--- config.mk ---
export PLATFORM = sky130hd
export DESIGN_NAME = svc_rv_rvfi_bus_align_flat
export DESIGN_NICKNAME = d
export VERILOG_FILES = /design/src/rtl/svc_rv_rvfi_bus_align_pkg.sv /design/src/rtl/svc_rv_rvfi_bus_align_if.sv /design/src/rtl/svc_rv_rvfi_bus_align_fifo.sv /design/src/rtl/svc_rv_rvfi_bus_align.sv /design/src/flat_wrapper.sv
export SDC_FILE = /design/constraint.sdc
export NUM_CORES = 1
export LEC_CHECK = 0
export CAP_MARGIN = 20
export CELL_PAD_IN_SITES_DETAIL_PLACEMENT = 1
export CELL_PAD_IN_SITES_GLOBAL_PLACEMENT = 2
export CORE_AREA = 2 2 235 237
export CTS_CLUSTER_DIAMETER = 200
export CTS_CLUSTER_SIZE = 8
export DETAILED_ROUTE_END_ITERATION = 10
export DIE_AREA = 0 0 237 239
export DONT_BUFFER_PORTS = 1
export GPL_TIMING_DRIVEN = 1
export PLACE_DENSITY_LB_ADDON = 0.2
export SYNTH_ARGS = -nofsm -noshare
export SYNTH_HDL_FRONTEND = slang
export SYNTH_SLANG_ARGS = --single-unit
--- constraint.sdc ---
create_clock -name clk -period 6.3 [get_ports clk]
set_input_delay 0.315 -clock clk [delete_from_list [all_inputs] [get_ports clk]]
set_output_delay 0.315 -clock clk [all_outputs]
set_load 0.02 [all_outputs]
--- src/rtl/svc_rv_rvfi_bus_align_pkg.sv ---
// Shared types and constants for the RVFI data-bus alignment block.
//   bus_entry_t : one captured dmem transaction as queued for retirement
//   dl_stage_t  : one read-latency delay stage (no rdata yet)
//   ERR_*       : bit positions inside the sticky err vector
//   word_align  : clears the byte-offset bits of a bus address
package svc_rv_rvfi_bus_pkg;

  localparam int BUS_XLEN = 32;

  localparam int ERR_OVERFLOW  = 0;
  localparam int ERR_UNDERFLOW = 1;
  localparam int ERR_PROTOCOL  = 2;

  typedef struct packed {
    logic                is_write;
    logic [BUS_XLEN-1:0] addr;
    logic [3:0]          wstrb;
    logic [BUS_XLEN-1:0] wdata;
    logic [BUS_XLEN-1:0] rdata;
  } bus_entry_t;

  typedef struct packed {
    logic                valid;
    logic                is_write;
    logic [BUS_XLEN-1:0] addr;
    logic [3:0]          wstrb;
    logic [BUS_XLEN-1:0] wdata;
  } dl_stage_t;

  function automatic logic [BUS_XLEN-1:0] word_align(input logic [BUS_XLEN-1:0] a);
    return {a[BUS_XLEN-1:2], 2'b00};
  endfunction

endpackage

--- src/rtl/svc_rv_rvfi_bus_align_if.sv ---
// Bundle of dmem issue, RVFI retire and RVFI_BUS presentation signals.
//   master : the harness side (drives dmem/rvfi, observes rvfi_bus/status)
//   slave  : the alignment block (observes dmem/rvfi, drives rvfi_bus/status)
interface svc_rv_rvfi_bus_align_if #(
  parameter int XLEN  = 32,
  parameter int DEPTH = 4
);
  logic                    dmem_ren;
  logic [XLEN-1:0]         dmem_raddr;
  logic [XLEN-1:0]         dmem_rdata;
  logic                    dmem_we;
  logic [XLEN-1:0]         dmem_waddr;
  logic [XLEN-1:0]         dmem_wdata;
  logic [3:0]              dmem_wstrb;
  logic                    rvfi_valid;
  logic [3:0]              rvfi_mem_rmask;
  logic [3:0]              rvfi_mem_wmask;
  logic                    rvfi_bus_valid;
  logic                    rvfi_bus_insn;
  logic                    rvfi_bus_data;
  logic                    rvfi_bus_fault;
  logic [XLEN-1:0]         rvfi_bus_addr;
  logic [3:0]              rvfi_bus_rmask;
  logic [3:0]              rvfi_bus_wmask;
  logic [XLEN-1:0]         rvfi_bus_rdata;
  logic [XLEN-1:0]         rvfi_bus_wdata;
  logic [$clog2(DEPTH):0]  occupancy;
  logic [2:0]              err;

  modport master (
    output dmem_ren, dmem_raddr, dmem_rdata, dmem_we, dmem_waddr, dmem_wdata,
           dmem_wstrb, rvfi_valid, rvfi_mem_rmask, rvfi_mem_wmask,
    input  rvfi_bus_valid, rvfi_bus_insn, rvfi_bus_data, rvfi_bus_fault,
           rvfi_bus_addr, rvfi_bus_rmask, rvfi_bus_wmask, rvfi_bus_rdata,
           rvfi_bus_wdata, occupancy, err
  );

  modport slave (
    input  dmem_ren, dmem_raddr, dmem_rdata, dmem_we, dmem_waddr, dmem_wdata,
           dmem_wstrb, rvfi_valid, rvfi_mem_rmask, rvfi_mem_wmask,
    output rvfi_bus_valid, rvfi_bus_insn, rvfi_bus_data, rvfi_bus_fault,
           rvfi_bus_addr, rvfi_bus_rmask, rvfi_bus_wmask, rvfi_bus_rdata,
           rvfi_bus_wdata, occupancy, err
  );
endinterface

--- src/rtl/svc_rv_rvfi_bus_align_fifo.sv ---
// DEPTH-entry synchronous FIFO of bus_entry_t.
//   clk, rst_n   : clock, synchronous active-low reset
//   push_i/data  : write an entry at the tail (ignored when full unless popping)
//   pop_i        : advance the head (ignored when empty)
//   head_o       : entry at the head, valid when occupancy_o != 0
//   occupancy_o  : number of held entries, 0..DEPTH
module svc_rv_rvfi_bus_fifo
  import svc_rv_rvfi_bus_pkg::*;
#(
  parameter int DEPTH = 4,
  localparam int PTR_W = $clog2(DEPTH),
  localparam int OCC_W = PTR_W + 1
) (
  input  logic             clk,
  input  logic             rst_n,
  input  logic             push_i,
  input  bus_entry_t       push_data_i,
  input  logic             pop_i,
  output bus_entry_t       head_o,
  output logic [OCC_W-1:0] occupancy_o
);

  bus_entry_t       mem_q [DEPTH];
  logic [PTR_W-1:0] wr_ptr_q, wr_ptr_d;
  logic [PTR_W-1:0] rd_ptr_q, rd_ptr_d;
  logic [OCC_W-1:0] occ_q, occ_d;
  logic             do_push_s, do_pop_s, full_s;

  // Next-state for pointers and occupancy; pointers wrap naturally (DEPTH is 2^n).
  always_comb begin
    full_s    = (occ_q == OCC_W'(DEPTH));
    do_pop_s  = pop_i && (occ_q != '0);
    do_push_s = push_i && (!full_s || do_pop_s);
    if (do_push_s) begin
      wr_ptr_d = wr_ptr_q + PTR_W'(1);
    end else begin
      wr_ptr_d = wr_ptr_q;
    end
    if (do_pop_s) begin
      rd_ptr_d = rd_ptr_q + PTR_W'(1);
    end else begin
      rd_ptr_d = rd_ptr_q;
    end
    case ({do_push_s, do_pop_s})
      2'b10:   occ_d = occ_q + OCC_W'(1);
      2'b01:   occ_d = occ_q - OCC_W'(1);
      default: occ_d = occ_q;
    endcase
  end

  // Pointer and occupancy registers.
  always_ff @(posedge clk) begin
    if (!rst_n) begin
      wr_ptr_q <= '0;
      rd_ptr_q <= '0;
      occ_q    <= '0;
    end else begin
      wr_ptr_q <= wr_ptr_d;
      rd_ptr_q <= rd_ptr_d;
      occ_q    <= occ_d;
    end
  end

  // Entry storage; contents are only meaningful below occupancy, so no reset.
  always_ff @(posedge clk) begin
    if (do_push_s) begin
      mem_q[wr_ptr_q] <= push_data_i;
    end
  end

  assign head_o      = mem_q[rd_ptr_q];
  assign occupancy_o = occ_q;

endmodule

--- src/rtl/svc_rv_rvfi_bus_align.sv ---
// Aligns dmem bus transactions (issued in MEM) with instruction retirement
// on RVFI (WB). A read-latency delay line attaches rdata to each read, then
// transactions queue in program order and pop when a memory instruction
// retires. With an empty queue the delay-line output is bypassed straight out.
//   clk, rst_n : clock, synchronous active-low reset
//   bus        : dmem issue + rvfi retire inputs, rvfi_bus_* / occupancy / err outputs
module svc_rv_rvfi_bus_align
  import svc_rv_rvfi_bus_pkg::*;
#(
  parameter int XLEN       = BUS_XLEN,
  parameter int RD_LATENCY = 1,
  parameter int DEPTH      = 4
) (
  input logic                    clk,
  input logic                    rst_n,
  svc_rv_rvfi_bus_align_if.slave bus
);

  localparam int OCC_W = $clog2(DEPTH) + 1;

  dl_stage_t        issue_s, dl_out_s;
  bus_entry_t       dl_entry_s, head_s, src_s;
  logic [OCC_W-1:0] occ_s;
  logic             src_valid_s, pop_req_s, fifo_empty_s, bypass_s, push_s;
  logic             fifo_pop_s, overflow_s, underflow_s, protocol_s, bus_valid_s;
  logic [2:0]       err_q, err_d;

  // Capture the issue-cycle transaction; a simultaneous read+write keeps the write.
  always_comb begin
    issue_s       = '0;
    issue_s.valid = bus.dmem_ren | bus.dmem_we;
    if (bus.dmem_we) begin
      issue_s.is_write = 1'b1;
      issue_s.addr     = word_align(bus.dmem_waddr);
      issue_s.wstrb    = bus.dmem_wstrb;
      issue_s.wdata    = bus.dmem_wdata;
    end else begin
      issue_s.addr = word_align(bus.dmem_raddr);
    end
  end

  generate
    if (RD_LATENCY == 0) begin : g_dl_comb
      assign dl_out_s = issue_s;
    end else begin : g_dl_reg
      dl_stage_t stage_q [RD_LATENCY];

      // Shift register matching the memory read latency.
      always_ff @(posedge clk) begin
        if (!rst_n) begin
          for (int i = 0; i < RD_LATENCY; i++) begin
            stage_q[i] <= '0;
          end
        end else begin
          stage_q[0] <= issue_s;
          for (int i = 1; i < RD_LATENCY; i++) begin
            stage_q[i] <= stage_q[i-1];
          end
        end
      end

      assign dl_out_s = stage_q[RD_LATENCY-1];
    end
  endgenerate

  // Delay-line output becomes a full entry; reads pick up rdata now.
  always_comb begin
    dl_entry_s.is_write = dl_out_s.is_write;
    dl_entry_s.addr     = dl_out_s.addr;
    dl_entry_s.wstrb    = dl_out_s.wstrb;
    dl_entry_s.wdata    = dl_out_s.wdata;
    if (dl_out_s.is_write) begin
      dl_entry_s.rdata = '0;
    end else begin
      dl_entry_s.rdata = bus.dmem_rdata;
    end
  end

  // Pop source selection, bypass, push and error detection.
  always_comb begin
    pop_req_s    = bus.rvfi_valid && ((bus.rvfi_mem_rmask | bus.rvfi_mem_wmask) != 4'h0);
    fifo_empty_s = (occ_s == '0);
    if (!fifo_empty_s) begin
      src_s       = head_s;
      src_valid_s = 1'b1;
    end else begin
      src_s       = dl_entry_s;
      src_valid_s = dl_out_s.valid;
    end
    bypass_s    = pop_req_s && fifo_empty_s && dl_out_s.valid;
    push_s      = dl_out_s.valid && !bypass_s;
    fifo_pop_s  = pop_req_s && !fifo_empty_s;
    overflow_s  = push_s && (occ_s == OCC_W'(DEPTH)) && !fifo_pop_s;
    bus_valid_s = pop_req_s && src_valid_s;
    underflow_s = pop_req_s && !src_valid_s;
    protocol_s  = (bus.dmem_ren && bus.dmem_we) ||
                  (bus_valid_s && (src_s.is_write != (bus.rvfi_mem_wmask != 4'h0)));
    err_d       = err_q | {protocol_s, underflow_s, overflow_s};
  end

  svc_rv_rvfi_bus_fifo #(.DEPTH(DEPTH)) u_fifo (
    .clk         (clk),
    .rst_n       (rst_n),
    .push_i      (push_s && !overflow_s),
    .push_data_i (dl_entry_s),
    .pop_i       (fifo_pop_s),
    .head_o      (head_s),
    .occupancy_o (occ_s)
  );

  // Sticky error flags.
  always_ff @(posedge clk) begin
    if (!rst_n) begin
      err_q <= 3'b000;
    end else begin
      err_q <= err_d;
    end
  end

  // Presentation: everything is zero unless a transaction is popped.
  always_comb begin
    bus.rvfi_bus_valid = bus_valid_s;
    bus.rvfi_bus_insn  = 1'b0;
    bus.rvfi_bus_fault = 1'b0;
    if (bus_valid_s) begin
      bus.rvfi_bus_data  = 1'b1;
      bus.rvfi_bus_addr  = src_s.addr;
      bus.rvfi_bus_rmask = src_s.is_write ? 4'h0 : 4'hf;
      bus.rvfi_bus_wmask = src_s.is_write ? src_s.wstrb : 4'h0;
      bus.rvfi_bus_rdata = src_s.is_write ? '0 : src_s.rdata;
      bus.rvfi_bus_wdata = src_s.is_write ? src_s.wdata : '0;
    end else begin
      bus.rvfi_bus_data  = 1'b0;
      bus.rvfi_bus_addr  = '0;
      bus.rvfi_bus_rmask = 4'h0;
      bus.rvfi_bus_wmask = 4'h0;
      bus.rvfi_bus_rdata = '0;
      bus.rvfi_bus_wdata = '0;
    end
  end

  assign bus.occupancy = occ_s;
  assign bus.err       = err_q;

endmodule
--- src/flat_wrapper.sv ---
// flat-port wrapper written by rule: the top's interface ports become plain ports
module svc_rv_rvfi_bus_align_flat import svc_rv_rvfi_bus_pkg::*;
#(
  parameter int XLEN       = BUS_XLEN,
  parameter int RD_LATENCY = 1,
  parameter int DEPTH      = 4
)
  (clk, rst_n, bus_dmem_ren, bus_dmem_raddr, bus_dmem_rdata, bus_dmem_we, bus_dmem_waddr, bus_dmem_wdata, bus_dmem_wstrb, bus_rvfi_valid, bus_rvfi_mem_rmask, bus_rvfi_mem_wmask, bus_rvfi_bus_valid, bus_rvfi_bus_insn, bus_rvfi_bus_data, bus_rvfi_bus_fault, bus_rvfi_bus_addr, bus_rvfi_bus_rmask, bus_rvfi_bus_wmask, bus_rvfi_bus_rdata, bus_rvfi_bus_wdata, bus_occupancy, bus_err);
  svc_rv_rvfi_bus_align_if #(.XLEN(XLEN), .DEPTH(DEPTH)) bus_i ();
  input logic clk;
  input logic rst_n;
  input wire logic [$bits(bus_i.dmem_ren)-1:0] bus_dmem_ren;
  input wire logic [$bits(bus_i.dmem_raddr)-1:0] bus_dmem_raddr;
  input wire logic [$bits(bus_i.dmem_rdata)-1:0] bus_dmem_rdata;
  input wire logic [$bits(bus_i.dmem_we)-1:0] bus_dmem_we;
  input wire logic [$bits(bus_i.dmem_waddr)-1:0] bus_dmem_waddr;
  input wire logic [$bits(bus_i.dmem_wdata)-1:0] bus_dmem_wdata;
  input wire logic [$bits(bus_i.dmem_wstrb)-1:0] bus_dmem_wstrb;
  input wire logic [$bits(bus_i.rvfi_valid)-1:0] bus_rvfi_valid;
  input wire logic [$bits(bus_i.rvfi_mem_rmask)-1:0] bus_rvfi_mem_rmask;
  input wire logic [$bits(bus_i.rvfi_mem_wmask)-1:0] bus_rvfi_mem_wmask;
  output wire logic [$bits(bus_i.rvfi_bus_valid)-1:0] bus_rvfi_bus_valid;
  output wire logic [$bits(bus_i.rvfi_bus_insn)-1:0] bus_rvfi_bus_insn;
  output wire logic [$bits(bus_i.rvfi_bus_data)-1:0] bus_rvfi_bus_data;
  output wire logic [$bits(bus_i.rvfi_bus_fault)-1:0] bus_rvfi_bus_fault;
  output wire logic [$bits(bus_i.rvfi_bus_addr)-1:0] bus_rvfi_bus_addr;
  output wire logic [$bits(bus_i.rvfi_bus_rmask)-1:0] bus_rvfi_bus_rmask;
  output wire logic [$bits(bus_i.rvfi_bus_wmask)-1:0] bus_rvfi_bus_wmask;
  output wire logic [$bits(bus_i.rvfi_bus_rdata)-1:0] bus_rvfi_bus_rdata;
  output wire logic [$bits(bus_i.rvfi_bus_wdata)-1:0] bus_rvfi_bus_wdata;
  output wire logic [$bits(bus_i.occupancy)-1:0] bus_occupancy;
  output wire logic [$bits(bus_i.err)-1:0] bus_err;
  assign bus_i.dmem_ren = bus_dmem_ren;
  assign bus_i.dmem_raddr = bus_dmem_raddr;
  assign bus_i.dmem_rdata = bus_dmem_rdata;
  assign bus_i.dmem_we = bus_dmem_we;
  assign bus_i.dmem_waddr = bus_dmem_waddr;
  assign bus_i.dmem_wdata = bus_dmem_wdata;
  assign bus_i.dmem_wstrb = bus_dmem_wstrb;
  assign bus_i.rvfi_valid = bus_rvfi_valid;
  assign bus_i.rvfi_mem_rmask = bus_rvfi_mem_rmask;
  assign bus_i.rvfi_mem_wmask = bus_rvfi_mem_wmask;
  assign bus_rvfi_bus_valid = bus_i.rvfi_bus_valid;
  assign bus_rvfi_bus_insn = bus_i.rvfi_bus_insn;
  assign bus_rvfi_bus_data = bus_i.rvfi_bus_data;
  assign bus_rvfi_bus_fault = bus_i.rvfi_bus_fault;
  assign bus_rvfi_bus_addr = bus_i.rvfi_bus_addr;
  assign bus_rvfi_bus_rmask = bus_i.rvfi_bus_rmask;
  assign bus_rvfi_bus_wmask = bus_i.rvfi_bus_wmask;
  assign bus_rvfi_bus_rdata = bus_i.rvfi_bus_rdata;
  assign bus_rvfi_bus_wdata = bus_i.rvfi_bus_wdata;
  assign bus_occupancy = bus_i.occupancy;
  assign bus_err = bus_i.err;
  svc_rv_rvfi_bus_align #(.XLEN(XLEN), .RD_LATENCY(RD_LATENCY), .DEPTH(DEPTH)) u_core (.clk(clk), .rst_n(rst_n), .bus(bus_i));
endmodule
==> metrics.yaml, run 1 <==
status: "finished clean"
max_slew_margin_pct: 34.6
synthTopCellsByArea: "edfxtp_1 (63%), mux4_2 (12%), dfxtp_1 (8.5%)"
cp-end-kind: "primary output"
clkSlewWorstSetupHoldPaths_ns: 0.05
synth_cell_types: 41
drt_iter0_drc: 568
diodes: 0
finalMaxSlewViolations: 0
die_area_um2: 56600
synth_edf_count: 396
numCtsBuffers: 69
synthCells: 1151
drc: 0
io_buffers: 0
min_to: "u_core.u_fifo.mem_q[1][5]$_DFFE_PP_"
power.density_nw_per_um2: 433
fmax_mhz: 233
avgSynthCellArea_um2: 16.3
placeableCoreArea_um2: 54300
critPathMaxFanout: 36
layout-drive-gt1-share_pct: 17.9
place_inst: 1791
die_w_um: 237
cp.arrival_ns: 3.98
async_flop_share_pct: 0
max_cap_viol_count: 0
final_antenna_net_count: 0
fin_crit_sh_pct: 68.1
startpoint_type: "flop"
synthAdderAreaFrac_pct: 0.440
r2r_cells: 5
synth_common_cells: "edfxtp_1 (396), nand2_1 (197), mux4_2 (99)"
vdd_ir_drop_max_mv: 0.406
crit_slowest_cell: "a21oi_1"
r2r-start: "u_core.u_fifo.occupancy_o[0]$_SDFFE_PN0P_"
ys_seq_area_share_pct: 71.9
rsz0062_at_grt: "no"
synth-compound-area-share_pct: 3.79
synth_top_area_share_pct: 63.4
r2r_slack_ns: 2.66
setup_viol: 0
hold_slack_ns: 0.0767
clk_latency_ns: 0.58
critPathKind: "reg -> out"
final_cell_area_um2: 22500
htreeDepth: 3
finClkSkew_ns: 0.0169
hold_depth: 1
cp.required_ns: 5.98
hold_violations: 0
syn2layout_area_growth_pct: 20.1
post_dp_cell_area_um2: 19500
hp-start: "bus_dmem_rdata[5]"
synth_top_family_by_area: "multiplexers"
reg2reg_to: "u_core.u_fifo.mem_q[2][6]$_DFFE_PP_"
top_level_ports: 259
wl_per_cell_um: 23.6
max_stage_delay_ns: 0.78
synth_flop_cell: "edfxtp_1"
grt_use_total_pct: 17.0
cts.path.max_buffers: 3
grt_max_degree: 67
cp_top_family: "compound AO/OA/AOI/OAI gates"
synthSimpleGateAreaFrac_pct: 7.83
fp-row-count: 86
initial_core_util_pct: 34.5
yosysMostFrequentCell: "edfxtp_1"
cts.sinks: 476
vias: 10200
clockRootBuffer: "clkbuf_16"
crit_buf_inv: 2
hpwlAfterDp_um: 25000
totalWireLength_um: 47500
fin_crit_ns: 4.29
via_per_inst: 5.08
netlist.top_cell.by_area: "edfxtp_1"
power.leakage_nw: 7.43
overflow: 0
fin_tns_setup_ns: 0
synth_xor_area_share_pct: 0.187
synth_mux_area_share_pct: 13.5
cts_resized: 0
place_congestion: 0.671
grt_first_pass_wirelength_um: 71400
worstMarginPinSlew_ns: 0.980
ys_seq_elements: 476
cts_tree: "yes"
nets: 1411
antenna_found_initial: 1
final_cells: 2014
worstPathCellList: "nor4_1 > a211o_2 > buf_4 > inv_1 > nand2_2 > a21oi_1"
die_y_um: 239
p_total_mw: 9.75
yosys_warnings: 0
hp-class: "in -> reg"
drt_first_pass_iters: 4
grt_pass1_vias: 11200
syn_area_um2: 18800
[cell type report]
class                   instances  area, µm²
clock buffers                 116       1950
clock inverters                 5       80.1
fillers                      5327      31800
inverters                      12       45.0
multi-input cells             585       4880
flip-flops and latches        476      13500
well taps                     704        881
repair buffers                116       1200
[power breakdown]
part           switching (mW)  total, mW  internal [mW]
combinational            1.67       2.47          0.801
sequential              0.171       3.84           3.67
clock                    1.31       3.44           2.13
total                    3.15       9.75           6.60
[what timing repair did]
action,in CTS,in global routing
buffers inserted,0,0
endpoints found under the hold margin,72,0
hold buffers,102,0
[through the flow]
| stage | util (%) | setup slack [ns] |
|---|---|---|
| after floorplan | - | 2.25 |
| after global placement | 35.8 | 2.45 |
| after detailed placement | 35.8 | 2.45 |
| after CTS | 41.5 | 1.81 |
| after global routing | 41.5 | 1.65 |
| final | 41.5 | 2.01 |
[state kept, by name, summed over array words and instances (netlist names), named ones only]
signal and count:
u_core.bus.err 3, u_core.g_dl_reg.stage_q 68, u_core.u_fifo.mem_q 396, u_core.u_fifo.wr_ptr_q 2, u_core.u_fifo.rd_ptr_q 2, u_core.u_fifo.occupancy_o 3
[routing by layer]
layer | routed length [µm] | GRT usage, % | up-vias | part of all wire, %
met5 | 0 | 0 | - | 0
met4 | 1080 | 5.18 | 0 | 2.3
met3 | 2230 | 4.05 | 79 | 4.7
met2 | 23100 | 28.1 | 260 | 49
met1 | 21100 | 22.2 | 5315 | 44
li1 | - | - | 4573 | -
[cells by family after synthesis]
logic type / after synthesis
compound gates: 115
xor+xnor: 4
fa+ha+maj: 6
buf+inv: 93
flops: 476
mux: 130
other cells: 1
simple gates: 326
[how the worst max path moves through the flow]
stage,to,depth (start not counted),slack [ns],start
after floorplan,u_core.u_fifo.mem_q[0][0]$_DFFE_PP_,4,2.25,bus_rvfi_mem_rmask[0]
after global placement,bus_rvfi_bus_wdata[0],5,2.45,flop
after detailed placement,bus_rvfi_bus_wdata[0],5,2.45,flop
after CTS,bus_rvfi_bus_wdata[0],5,1.81,flop
after global routing,bus_rvfi_bus_wmask[2],5,1.65,flop
final,bus_rvfi_bus_wmask[2],6,2.01,u_core.u_fifo.occupancy_o[0]$_SDFFE_PN0P_
[cell usage in the layout, fill, tap and decap left out, drive strengths merged, types with 2 or more instances in the layout]
cell type	count
or3	2
nor3	3
and3	36
mux2i	30
buf	16
dfxtp	80
edfxtp	396
and2	7
inv	14
xor2	3
ha	5
o31ai	2
conb	4
nor4	3
a21oi	105
mux4	99
nor2b	32
o211ai	2
nor2	37
clkinv	2
nand2	197
or4	4
dlygate4sd3	100
clkbuf	116
Power figures use the tool's default switching activity.
==> run 2: changes to the inputs <==
==> constraint.sdc (replaced) <==
create_clock -name clk -period 3.6 [get_ports clk]
set_input_delay 0.18 -clock clk [delete_from_list [all_inputs] [get_ports clk]]
set_output_delay 0.18 -clock clk [all_outputs]
set_load 0.02 [all_outputs]
==> run 2 against run 1 <==
Combinational power rose by 87%. Clock power up 76%. Sequential power increased by 72%. Total power rose by 77%. Final cell count is 2.1% higher. Critical path depth unchanged. Wire length up 1.5%. Worst hold slack lost 0.035 ns. Critical path type unchanged. Largest cell class unchanged.
==> metrics.yaml, run 2 (synthesized netlist as in run 1, its figures left out) <==
worstMarginPinSlew_ns: 0.889  # -0.0914 ns
layout_commonest_cell: "edfxtp_1"
dr_wl_met3_um: 2420  # +8.4%
placeableCoreArea_um2: 54300  # unchanged
htreeDepth: 3  # unchanged
hp-start: "bus_rvfi_mem_rmask[3]"
cp.required_ns: 3.42  # -2.56 ns
largest_register_ffs: 396  # unchanged
place_congestion: 0.663  # -1.2%
critPathMaxFanout: 32  # -11%
cp-end-kind: "primary output"
grt_first_pass_wirelength_um: 72300  # +1.2%
power.leakage_nw: 7.70  # +3.5%
critPathKind: "reg -> out"
fin_tns_setup_ns: 0  # unchanged
hold_depth: 4  # +3
wl_met1_um: 21400  # +1.6%
cts.path.max_buffers: 3  # unchanged
p_total_mw: 17.3  # +77%
clk_latency_ns: 0.59  # about the same
postCtsSetupRepairBufs: 0  # unchanged
min_to: "u_core.bus.err[1]$_SDFF_PN0_"
syn2layout_area_growth_pct: 23.1
fill_cells: 5284  # -0.81%
finClkSkew_ns: 0.0187  # +0.00174 ns
via_per_inst: 5.05  # -0.46%
grt_pass1_vias: 11500  # +2.4%
final_cell_area_um2: 23100  # +2.6%
drt_iter0_drc: 510  # -10%
fp-row-count: 86  # unchanged
wl_per_cell_um: 23.4  # -0.62%
overflow: 0  # unchanged
post_dp_cell_area_um2: 19700  # +1.2%
hold_violations: 0  # unchanged
r2r-start: "u_core.u_fifo.occupancy_o[2]$_SDFFE_PN0P_"
fmax_mhz: 303
fin_crit_sh_pct: 91.6
r2r_cells: 10  # +5
multi_input_comb_area_um2: 4880  # about the same
antenna_found_initial: 0  # -1
startpoint_type: "flop"
highest-signal-layer: "met4"
largest-register: "u_core.u_fifo.mem_q"
rsz0062_at_grt: "no"
reg2reg_to: "u_core.u_fifo.occupancy_o[2]$_SDFFE_PN0P_"
hpwlAfterDp_um: 24700  # -1.3%
clkSlewWorstSetupHoldPaths_ns: 0.05  # about the same
layout.area.seq_um2: 13500  # unchanged
hp-class: "in -> reg"
top_level_ports: 259  # unchanged
diodes: 0  # unchanged
initial_core_util_pct: 34.5  # unchanged
vias: 10400  # +1.6%
max_slew_margin_pct: 40.7  # +6.1 points
fin_crit_ns: 3.30
setup_viol: 0  # unchanged
totalWireLength_um: 48200  # +1.5%
die_w_um: 237  # unchanged
layout-drive-gt1-share_pct: 18.5  # +0.55 points
drt_first_pass_iters: 6  # +2
drc: 0  # unchanged
finalMaxSlewViolations: 0  # unchanged
io_buffers: 0  # unchanged
power.density_nw_per_um2: 747  # +73%
numCtsBuffers: 69  # unchanged
nets: 1462  # +3.6%
grt_use_total_pct: 17.2  # +0.24 points
grt_max_degree: 99  # +48%
clockRootBuffer: "clkbuf_16"
r2r_slack_ns: 0.44  # -2.22 ns
cp.arrival_ns: 3.12  # -0.86 ns
status: "finished clean"
final_antenna_net_count: 0  # unchanged
max_cap_viol_count: 0  # unchanged
die_y_um: 239  # unchanged
cts_tree: "yes"
die_area_um2: 56600  # unchanged
mostFrequentLayoutCells: "edfxtp_1 (396), nand2_1 (196), dlygate4sd3_1 (136), mux4_2 (99), dfxtp_1 (78)"
route.met2.wl_um: 23300  # +1.1%
reg.largest.list: "u_core.u_fifo.mem_q: 396 flops, u_core.g_dl_reg.stage_q: 68 flops"
cts.sinks: 476  # unchanged
vdd_ir_drop_max_mv: 0.723  # +78%
[run 2: changes by cell type in the layout (fill, tap and decap cells not counted), sizes merged]
cell,change
clkinv,+1
inv,-2
dlygate4sd3,+36
buf,+15
clkbuf,-8
[run 2: cell type report]
type	count	area share, %
inverters	12	0.195
well taps	704	3.81
clock inverters	4	0.341
clock buffers	108	8.38
repair buffers	167	7.74
multi-input cells	585	21.1
flip-flops and latches	476	58.4
[run 2: critical path: stages, from the launching register on]
cell and delay (ns):
dfxtp_1 0.62, nor4_1 0.14, a211o_1 0.34, inv_1 0.36, nand2_2 0.26, buf_12 0.25, a21oi_1 0.51
[run 2: power breakdown]
part / internal (mW) / leakage, nW / switching (mW) / total, mW
clock: 3.73 / 0.965 / 2.30 / 6.04
sequential: 6.42 / 4.32 / 0.191 / 6.61
combinational: 1.55 / 2.41 / 3.06 / 4.61
total: 11.7 / 7.70 / 5.56 / 17.3
[run 2: per-stage QoR]
step / std cells / hold slack (ns) / worst slack, ns / utilization [%]
floorplan: 1154 / 0.296 / 0.687 / -
global placement: 1806 / 0.320 / 0.563 / 36.2
detailed placement: 1806 / 0.315 / 0.458 / 36.2
CTS: 2056 / 0.000904 / 0.143 / 42.5
global route: 2056 / 0.0689 / 0.152 / 42.5
finish: 2056 / 0.0412 / 0.302 / 42.5
[run 2: worst max path at each step]
stage	startpoint	end	slack [ns]	depth (start not counted)
after floorplan	u_core.u_fifo.occupancy_o[0]$_SDFFE_PN0P_	u_core.u_fifo.mem_q[0][0]$_DFFE_PP_	0.69	5
after global routing	u_core.u_fifo.occupancy_o[0]$_SDFFE_PN0P_	bus_rvfi_bus_wdata[21]	0.15	6
final	u_core.u_fifo.occupancy_o[0]$_SDFFE_PN0P_	bus_rvfi_bus_wdata[21]	0.30	6
after global placement	u_core.u_fifo.occupancy_o[2]$_SDFFE_PN0P_	u_core.u_fifo.occupancy_o[2]$_SDFFE_PN0P_	0.56	10
after detailed placement	u_core.u_fifo.occupancy_o[2]$_SDFFE_PN0P_	u_core.u_fifo.occupancy_o[2]$_SDFFE_PN0P_	0.46	10
after CTS	u_core.u_fifo.occupancy_o[0]$_SDFFE_PN0P_	bus_rvfi_bus_rdata[2]	0.14	6
[run 2: timing repair]
| item | 4_1_cts | 5_1_grt |
|---|---|---|
| endpoints found under the setup margin | 0 | 11 |
| endpoints found under the hold margin | 205 | 0 |
| gates resized for setup | 0 | 1 |
| hold buffers | 138 | 0 |
[run 2: routing by layer]
layer  global-route usage, %  vias up
li1                        -     4670
met3                    3.67       65
met5                       0        -
met1                    22.6     5392
met4                    6.00        0
met2                    28.5      265
==> run 3: changes to the inputs <==
==> constraint.sdc (replaced) <==
create_clock -name clk -period 3.6 [get_ports clk]
set_input_delay 0.18 -clock clk [delete_from_list [all_inputs] [get_ports clk]]
set_output_delay 0.18 -clock clk [all_outputs]
set_load 0.1 [all_outputs]
==> run 3 against run 2 <==
Final cell count up 5.0%. Largest power group is now combinational cells. Non-clock buffer count up 96. Critical path depth unchanged. Wire length down 0.59%. Sequential cell count unchanged. Clock skew down 0.0015 ns. Cell area up 8.0%. Fmax up 4.2%. Register-to-register slack better by 0.23 ns. Total power up 17%.
==> metrics.yaml, run 3 (synthesized netlist as in run 1, its figures left out) <==
mostFrequentLayoutCells: "edfxtp_1 (396), nand2_1 (196), dlygate4sd3_1 (136), mux4_2 (99), a21oi_2 (95)"
rsz0062_at_grt: "no"
die_y_um: 239  # unchanged
max_slew_margin_pct: 34.7  # -6.0 points
critPathKind: "reg -> out"
critPathMaxFanout: 33  # +3.1%
cts.sinks: 476  # unchanged
fp-row-count: 86  # unchanged
initial_core_util_pct: 34.5  # unchanged
comb_power_share_pct: 37.4  # +11 points
largest-register: "u_core.u_fifo.mem_q"
hold_violations: 0  # unchanged
fmax_mhz: 316  # +4.2%
placeableCoreArea_um2: 54300  # unchanged
internal_power_mw: 12.5  # +6.8%
route.met2.wl_um: 23800  # +1.8%
wl_met1_um: 21400  # -0.23%
overflow: 0  # unchanged
power.leakage_nw: 8.40  # +9.2%
vias: 10800  # +3.6%
hpwlAfterDp_um: 24800  # +0.38%
layout-drive-gt1-share_pct: 28.6  # +10 points
top_level_ports: 259  # unchanged
pwr-share-clk_pct: 29.8  # -5.2 points
wl_per_cell_um: 22.2  # -5.3%
startpoint_type: "flop"
highest-signal-layer: "met5"
final_antenna_net_count: 0  # unchanged
clkSlewWorstSetupHoldPaths_ns: 0.05  # about the same
fin_crit_sh_pct: 87.9  # -3.7 points
hold_slack_ns: 0.0511  # +0.00989 ns
final_cells: 2158  # +5.0%
holdBufCountCts: 138  # unchanged
dr_wl_met3_um: 1720  # -29%
drt_iter0_drc: 546  # +7.1%
vdd_ir_drop_max_mv: 1.62  # +120%
postCtsSetupRepairBufs: 0  # unchanged
drt_first_pass_iters: 5  # -1
die_w_um: 237  # unchanged
clk_latency_ns: 0.57  # -0.02 ns
reg.largest.list: "u_core.u_fifo.mem_q: 396 flops, u_core.g_dl_reg.stage_q: 68 flops"
finalMaxSlewViolations: 0  # unchanged
crit_slowest_cell: "mux4_2"
cp.arrival_ns: 2.99  # -0.13 ns
cp-end-kind: "primary output"
grt_pass1_vias: 12100  # +4.8%
nets: 1558  # +6.6%
status: "finished clean"
fin_crit_ns: 3.17  # -0.132 ns
worstPathCellList: "mux4_2 > mux2_2 > or2_2 > buf_4 > inv_4 > buf_12"
io_buffers: 0  # unchanged
cts_tree: "yes"
htreeDepth: 3  # unchanged
clockRootBuffer: "clkbuf_16"
grt_first_pass_wirelength_um: 73100  # +1.2%
totalWireLength_um: 47900  # -0.59%
via_per_inst: 4.99  # -1.3%
largest_register_ffs: 396  # unchanged
place_congestion: 0.688  # +3.9%
numCtsBuffers: 69  # unchanged
antenna_found_initial: 2  # +2
place_inst: 1902  # +5.3%
swShare_pct: 38.2  # +5.9 points
die_area_um2: 56600  # unchanged
switchingPower_mw: 7.71  # +39%
hp-class: "in -> reg"
diodes: 0  # unchanged
seqPwrFrac_pct: 32.7  # -5.6 points
worstMarginPinSlew_ns: 0.978  # +0.0893 ns
cts.path.max_buffers: 3  # unchanged
grt_use_total_pct: 17.3  # +0.053 points
cts_resized: 0  # unchanged
grt_max_degree: 99  # unchanged
drc: 0  # unchanged
max_cap_viol_count: 0  # unchanged
layout_commonest_cell: "edfxtp_1"
finClkSkew_ns: 0.0172  # -0.00150 ns
setup_viol: 0  # unchanged
syn2layout_area_growth_pct: 33.0
cp.required_ns: 3.42  # about the same
power.density_nw_per_um2: 809  # +8.4%
max_stage_delay_ns: 0.52  # -0.10 ns
## run 3: cell count changes in the layout (fill, tap and decap cells not counted), moves of 3 or more
| cell | previous run | this run |
|---|---|---|
| buf_4 | 16 | 45 |
| clkbuf_1 | 36 | 44 |
| a21oi_4 | 0 | 3 |
| a21oi_2 | 29 | 95 |
| buf_12 | 14 | 81 |
| clkinv_8 | 3 | 0 |
| a21oi_1 | 76 | 7 |
## run 3: final timing paths
path,start,to,slack [ns],cells past startpoint
worst max register to register,u_core.u_fifo.occupancy_o[2]$_SDFFE_PN0P_,u_core.u_fifo.occupancy_o[2]$_SDFFE_PN0P_,0.67,11
worst max-delay path,flop,bus_rvfi_bus_rmask[3],0.43,6
worst min-delay path,bus_rvfi_valid,u_core.u_fifo.rd_ptr_q[0]$_SDFFE_PN0P_,0.05,3
worst min register to register,u_core.g_dl_reg.stage_q[0][31]$_SDFF_PN0_,u_core.u_fifo.mem_q[3][63]$_DFFE_PP_,0.50,0
## run 3: power by group through the flow
stage                     combinational (mW)  clock (mW)  sequential, mW
after floorplan                         5.08           0            6.77
after global placement                  7.53           0            6.69
after detailed placement                7.55           0            6.72
after CTS                               7.72        6.21            6.61
after global routing                    8.05        6.44            6.65
final                                   7.56        6.03            6.61
## run 3: cell type report
class	instances	area [µm²]
Clock buffer	117	1990
Tap cell	704	881
Inverter	12	47.5
Sequential cell	476	13500
Fill cell	5169	29400
Clock inverter	1	30.0
Multi-Input combinational cell	585	5160
Timing Repair Buffer	263	3350
## run 3: through the flow
stage                     worst slack [ns]  area, µm²  total power [mW]  setup TNS, ns  utilization (%)
after CTS                            0.378      25000              20.5              0             45.9
after detailed placement             0.703      21500              14.3              0             39.6
final                                0.434      25000              20.2              0             45.9
after floorplan                     -0.836      18800              11.9         -26.42                -
after global placement               0.782      21500              14.2              0             39.6
after global routing                 0.336      25000              21.1              0             45.9
## run 3: layer usage
layer | vias up | global-route usage (%)
li1 | 4861 | -
met1 | 5603 | 22.6
met2 | 228 | 29.0
met3 | 70 | 3.16
met4 | 4 | 6.08
met5 | - | 0
## run 3: worst max-delay path, delay by kind of cell (launching register included)
kind | cells | cell delay [ns]
multiplexers | 2 | 0.88
buffers and inverters | 3 | 0.84
flip-flops | 1 | 0.36
AND/OR/NAND/NOR | 1 | 0.29
